**src/rtl/sr_latch_sequencer.sv**
```systemverilog
// -----------------------------------------------------------------------------
// sr_latch_sequencer
//
// Purpose:
//   Sequences set/reset commands onto an external NOR SR latch. Each command
//   drives S (set) or R (reset) for PULSE_CYC cycles, lets both drives rest
//   low for SETTLE_CYC cycles, checks the synchronized Q/Qbar feedback for one
//   cycle, reports the outcome, and then idles for GAP_CYC cycles before the
//   next command is accepted.
//
// Parameters:
//   PULSE_CYC   cycles the selected drive is held high        (1..255)
//   SETTLE_CYC  cycles both drives are low before the check   (3..255)
//   GAP_CYC     idle cycles after the check                   (1..255)
//
// Ports:
//   clk        in   clock, all state changes on the rising edge
//   rst        in   asynchronous, active-high reset
//   cmd_valid  in   a command is presented
//   cmd_op     in   1 = set (drive S), 0 = reset (drive R)
//   cmd_ready  out  command accepted on this cycle's edge if cmd_valid is high
//   s_out      out  registered S drive to the latch
//   r_out      out  registered R drive to the latch
//   q_in       in   latch Q feedback (asynchronous to clk)
//   qbar_in    in   latch Qbar feedback (asynchronous to clk)
//   done       out  one-cycle pulse when a command check completes
//   err        out  one-cycle pulse with done when the check failed
//   q_state    out  latch value from the last passing check
// -----------------------------------------------------------------------------
module sr_latch_sequencer #(
   parameter int unsigned PULSE_CYC  = 2,
   parameter int unsigned SETTLE_CYC = 3,
   parameter int unsigned GAP_CYC    = 1
) (
   input  logic clk,
   input  logic rst,
   input  logic cmd_valid,
   input  logic cmd_op,
   output logic cmd_ready,
   output logic s_out,
   output logic r_out,
   input  logic q_in,
   input  logic qbar_in,
   output logic done,
   output logic err,
   output logic q_state
);

   // Counters count down to zero, so each phase loads its length minus one.
   localparam logic [7:0] PULSE_LD  = 8'(PULSE_CYC - 1);
   localparam logic [7:0] SETTLE_LD = 8'(SETTLE_CYC - 1);
   localparam logic [7:0] GAP_LD    = 8'(GAP_CYC - 1);

   typedef enum logic [2:0] {
      ST_IDLE   = 3'd0,
      ST_PULSE  = 3'd1,
      ST_SETTLE = 3'd2,
      ST_CHECK  = 3'd3,
      ST_GAP    = 3'd4
   } state_t;

   state_t     state_q;
   logic [7:0] cnt_q;
   logic       op_q;
   logic       s_q;
   logic       r_q;
   logic       done_q;
   logic       err_q;
   logic       q_state_q;
   logic [1:0] q_sync_q;
   logic [1:0] qbar_sync_q;
   logic       check_pass;

   // Two-flop synchronizers for the asynchronous latch feedback.
   always_ff @(posedge clk or posedge rst) begin
      if (rst) begin
         q_sync_q    <= 2'b00;
         qbar_sync_q <= 2'b00;
      end else begin
         q_sync_q    <= {q_sync_q[0], q_in};
         qbar_sync_q <= {qbar_sync_q[0], qbar_in};
      end
   end

   // Q must equal op and Qbar its complement; Q == Qbar can never satisfy
   // both terms, so an invalid latch state always fails.
   assign check_pass = (q_sync_q[1] == op_q) && (qbar_sync_q[1] == ~op_q);

   // Sequencing FSM with registered drives and status pulses.
   always_ff @(posedge clk or posedge rst) begin
      if (rst) begin
         state_q   <= ST_IDLE;
         cnt_q     <= 8'd0;
         op_q      <= 1'b0;
         s_q       <= 1'b0;
         r_q       <= 1'b0;
         done_q    <= 1'b0;
         err_q     <= 1'b0;
         q_state_q <= 1'b0;
      end else begin
         done_q <= 1'b0;
         err_q  <= 1'b0;
         case (state_q)
            ST_IDLE: begin
               if (cmd_valid) begin
                  op_q    <= cmd_op;
                  // Drives are complementary by construction: never both high.
                  s_q     <= cmd_op;
                  r_q     <= ~cmd_op;
                  cnt_q   <= PULSE_LD;
                  state_q <= ST_PULSE;
               end
            end
            ST_PULSE: begin
               if (cnt_q == 8'd0) begin
                  s_q     <= 1'b0;
                  r_q     <= 1'b0;
                  cnt_q   <= SETTLE_LD;
                  state_q <= ST_SETTLE;
               end else begin
                  cnt_q <= cnt_q - 8'd1;
               end
            end
            ST_SETTLE: begin
               if (cnt_q == 8'd0) begin
                  state_q <= ST_CHECK;
               end else begin
                  cnt_q <= cnt_q - 8'd1;
               end
            end
            ST_CHECK: begin
               done_q <= 1'b1;
               err_q  <= ~check_pass;
               if (check_pass) begin
                  q_state_q <= op_q;
               end
               cnt_q   <= GAP_LD;
               state_q <= ST_GAP;
            end
            ST_GAP: begin
               if (cnt_q == 8'd0) begin
                  state_q <= ST_IDLE;
               end else begin
                  cnt_q <= cnt_q - 8'd1;
               end
            end
            default: begin
               // Unreachable encodings recover to a safe idle with drives off.
               s_q     <= 1'b0;
               r_q     <= 1'b0;
               cnt_q   <= 8'd0;
               state_q <= ST_IDLE;
            end
         endcase
      end
   end

   assign cmd_ready = (state_q == ST_IDLE);
   assign s_out     = s_q;
   assign r_out     = r_q;
   assign done      = done_q;
   assign err       = err_q;
   assign q_state   = q_state_q;

endmodule

```
**config.mk**
```make
export PLATFORM = sky130hd
export DESIGN_NAME = sr_latch_sequencer
export DESIGN_NICKNAME = d
export VERILOG_FILES = /design/src/rtl/sr_latch_sequencer.sv
export SDC_FILE = /design/constraint.sdc
export NUM_CORES = 1
export LEC_CHECK = 0
export CAP_MARGIN = 25
export CORE_MARGIN = 1.5
export CORE_UTILIZATION = 45
export DETAILED_ROUTE_END_ITERATION = 7
export GPL_ROUTABILITY_DRIVEN = 0
export PLACE_DENSITY = 0.68
export SYNTH_ARGS = -nofsm -noshare
export SYNTH_HDL_FRONTEND = slang
export SYNTH_SLANG_ARGS = --single-unit
```
**constraint.sdc**
```tcl
create_clock -name clk -period 2.3 [get_ports clk]
set_clock_uncertainty 0.1 [all_clocks]
set_input_delay 0.46 -clock clk [delete_from_list [all_inputs] [get_ports clk]]
set_output_delay 0.46 -clock clk [all_outputs]
set_load 0.03 [all_outputs]
```
# Word-level counts from Yosys, hierarchy flattened
# Cells that the tools add are included.
# word_totals
n_memories	0
regBits	21
mem_bits_ro	0
ramBits	0
latchBits	0
# classes
n_mux	16
magnitude_cmp	0
eq_ne	11
n_mul	0
div_mod_pow	0
shifts	0
reduce_logical	10
addsub	1
bitwise_logic	4
# op_table
op	count
two-way mux 8 bit	3
one-hot mux 8 bit (3 select lines)	1
one-hot mux 3 bit (5 select lines)	1
two-way mux 3 bit	4
inequality test 2 bit (second input constant)	5
logical NOT 8 bit	1
subtractor 8 x 1 -> 8 bit (second input constant)	1
== test 3 x 2 -> 1 bit (second input constant)	2
one-hot mux 1 bit (3 select lines)	2
AND reduction 2 bit	3
two-way mux 1 bit	5
inverter 1 bit	4
AND reduction 4 bit	1
== test 3 x 1 -> 1 bit (second input constant)	1
== test 3 bit (second input constant)	1
logical NOT 3 bit	1
AND reduction 3 bit	1
OR reduction 3 bit	1
== test 1 bit	2
OR reduction 2 bit	1
logical AND 1 bit	1

# Depth between registers and ports, before layout
# logic_depth
ltp_word	5
ltp_mapped	7

# Worst setup path before layout
# OpenSTA, ideal clock, no wires.
# synth_path
kind	register to register
start	register cnt_q[0]
end	register cnt_q[4]
setup_slack_ns	0.398
required_time_ns	2.079
stages_incl_launch_ff	8
n_path_buf	0
setup_time_ns	0.121
arrival_time_ns	1.681
synth_period_minus_slack_ns	1.902
cell_sequence	dfrtp_1 -> inv_1 -> ha_1 -> nor4b_4 -> nand2_2 -> a211o_1 -> a31o_1 -> a22o_1
# synth_via
elab_chain_cells	3
word_cells_on_any_way	7
classes_between	add/sub (1); eq/ne (1); mux (3); reduce/logical (2)
# synth_lines
element	line_no	text
start: declaration	63	logic [7:0] cnt_q;
start signal: assignment	121	cnt_q <= cnt_q - 8'd1;
start signal: assignment	128	cnt_q <= cnt_q - 8'd1;
start signal: assignment	144	cnt_q <= cnt_q - 8'd1;
subtractor 8 x 1 -> 8 bit or logical NOT 8 bit (tied branches)	n/a	
two-way mux 8 bit, or another cell as far along	125, 141	
one-hot mux 8 bit (3 select lines) or AND reduction 2 bit (tied branches)	n/a	
# Several ways; a longest one is shown, not always the timed one. The select of a mux whose other input is x is not followed.
# A chain may end at the register's enable or synchronous reset.

# Worst setup path in the final report
# Ends and elaborated chain as after synthesis.

==> metrics <==
status=completed; Vias=~920; ys flop type=dfrtp_1; Root Driver=clkbuf_4; number of synthesized flops with an enable pin=0; Mapped Nets=roughly 130; Fill cells=234; CTS Sinks=21; sequential fraction of the synthesis area=0.4565; IO buf count=11; setup violators final=0; DIE WIDTH=53.58 µm; largest net degree at the start of global routing=22; Hold Fails Final Rpt=0; total CTS buffers=3; Layout area overhead=13.37%; fin crit share=0.9256; # H-tree levels=1; synthesis-stage register bit count=21; CP endpoint kind=flip-flop; Unique masters post-synth=39; drt total wl=~2200 µm; critical path launch point type=flip-flop; Via density=between 5 and 6; CP Max Fanout=6; setup TNS=0 ns; antenna viol nets, final=0; Pre-antenna DRT Iters=4; Power Total=between 1.5 and 2 mW; crit path DAT=~2.2 ns; Die Area=2870 µm²; synthesized area per cell=roughly 9.5 µm²; HP Class=flip-flop to flip-flop; residual overflow from global routing=0; MaxCap Viol Count=0; worst setup margin=around 0.17 ns; hold buffer count at CTS=0; initial drt markers=19; I/O pins=12; VDD IR max=0.0007019 V; initial antenna violation count=0; Util after Layout=0.5316; Remaining DRCs=0; Mapped Area=~1200 µm²; fin cells=between 150 and 200; CTS max path bufs=2; Rows=18; YS warnings=0; Clock Latency Late Sink=between 0.3 and 0.4 ns; vias in the first global route=around 900; post-cts resize count=1; pwr/cell area=approximately 1400 nW/µm²; core footprint=between 2000 and 2500 µm²; critical path class=flip-flop to flip-flop; CTS tree=done; initial core utilization=0.4689; Max Clk Rate=0.4697 GHz; placed cell area=1280 µm²; Syn Inst Count=121; diodes inserted=0; post-CTS repair timing setup buffer count=0; Async SR Flop Fraction=1.000; post-detail-place hpwl=1572 µm; Worst-path clk slew=between 0.1 and 0.15 ns; Die Ht=between 50 and 60 µm; WL/cell=13.15 µm; Inst Count DP=161; Final #Nets=144; Lkg Pwr=0.5674 nW; Total GRT Usage=0.1859; fin area=1305 µm²; dpl ws=~0.068 ns; relative slew slack=0.6934; Required @ worst endpoint=about 2.4 ns; post-layout minimum cycle time=2.129 ns; RSZ-0062 raised after global routing=false; actual slew at the worst max-slew pin=roughly 0.46 ns; Slew Limit Fails=0; first-pass GRT wire length=roughly 3800 µm; Hold WS=approximately 0.26 ns; flop2flop setup slack=around 0.17 ns; share of layout cells above drive strength 1=0.1037
cell usage after synthesis, types with 2 or more instances:
| library cell | count | area share |
|---|---|---|
| a21oi_1 | 6 | 0.026 |
| nand2b_1 | 3 | 0.016 |
| buf_6 | 3 | 0.029 |
| nor2_1 | 12 | 0.039 |
| inv_1 | 8 | 0.026 |
| o32ai_1 | 3 | 0.023 |
| nand3_1 | 3 | 0.013 |
| o21ai_0 | 11 | 0.048 |
| nand2_1 | 13 | 0.042 |
| nand3b_1 | 2 | 0.013 |
| xor2_1 | 3 | 0.023 |
| nor3b_1 | 3 | 0.020 |
| o211ai_1 | 3 | 0.020 |
| ha_1 | 2 | 0.022 |
| or3_1 | 2 | 0.011 |
| dfrtp_1 | 21 | 0.46 |
sequential cells by signal (all words and copies together) (netlist names):
signal       flops
cnt_q            8
done             1
err              1
op_q             1
q_state          1
q_sync_q         2
qbar_sync_q      2
r_out            1
s_out            1
state_q          3
worst max-delay path: stages, from the launching register on:
cell	delay, ns
dfrtp_1	0.44
inv_1	0.10
ha_1	0.15
nor4b_4	0.34
nand2_2	0.16
a211o_1	0.32
a31o_1	0.18
a22o_1	0.23
per-layer routing:
| metal | routed length (µm) | share of wire | track usage | vias up |
|---|---|---|---|---|
| met1 | 1047 | 0.48 | 0.2460 | 437 |
| met3 | 95 | 0.044 | 0.05278 | 4 |
| met2 | 996 | 0.46 | 0.2798 | 27 |
| met5 | 0 | 0 | 0 | - |
| met4 | 29 | 0.013 | 0.08974 | 0 |
| li1 | - | - | - | 456 |
worst paths after layout:
check,depth (start not counted),startpoint,end
min reg2reg,0,q_sync_q[0],q_sync_q[1]
max in group asynchronous,3,rst,cnt_q[6]
max reg2reg,7,cnt_q[0],cnt_q[4]
min,0,q_sync_q[0],q_sync_q[1]
max,7,cnt_q[0],cnt_q[4]
min in group asynchronous,3,rst,q_state
power breakdown:
part           switching, mW  internal, mW  leakage [nW]  total (mW)
Combinational          0.583         0.429         0.289        1.01
Clock                  0.109        0.0676        0.0150       0.177
Sequential             0.105         0.485         0.264       0.590
Total                  0.797         0.981         0.567        1.78
cell type report:
class,instances,area [µm²],area share
multi-input cells,88,554.3,0.4247
flip-flops and latches,21,525.5,0.4027
repair buffers,14,131.4,0.1007
well taps,30,37.54,0.02876
inverters,8,30.03,0.02301
clock buffers,4,26.28,0.02013
placed cells by master, fill, tap and decap left out, drive strengths merged, types with 3 or more instances in the layout:
cell           Yosys  final
xor2               3      3
o21ai             11     11
nor2              12     12
nand3              3      3
nand2b             3      3
nor3b              3      3
dfrtp             21     21
o211ai             3      3
inv                8      8
clkbuf             0      4
a21oi              6      6
clkdlybuf4s50      0     10
nand2             14     14
buf                4      3
o32ai              3      3
kinds of logic (layout without fill, tap and decap cells):
family,count (synthesis),in the layout,share of synthesized area
and+or+nand+nor,49,49,0.2391
AOI/OAI and AO/OA,33,33,0.1902
DFF,21,21,0.4565
buffers and inverters,12,26,0.06196
xor gates and xnor gates,4,4,0.03044
adders and majority gates,2,2,0.02174
No activity file was read; power rests on OpenSTA's default activity.
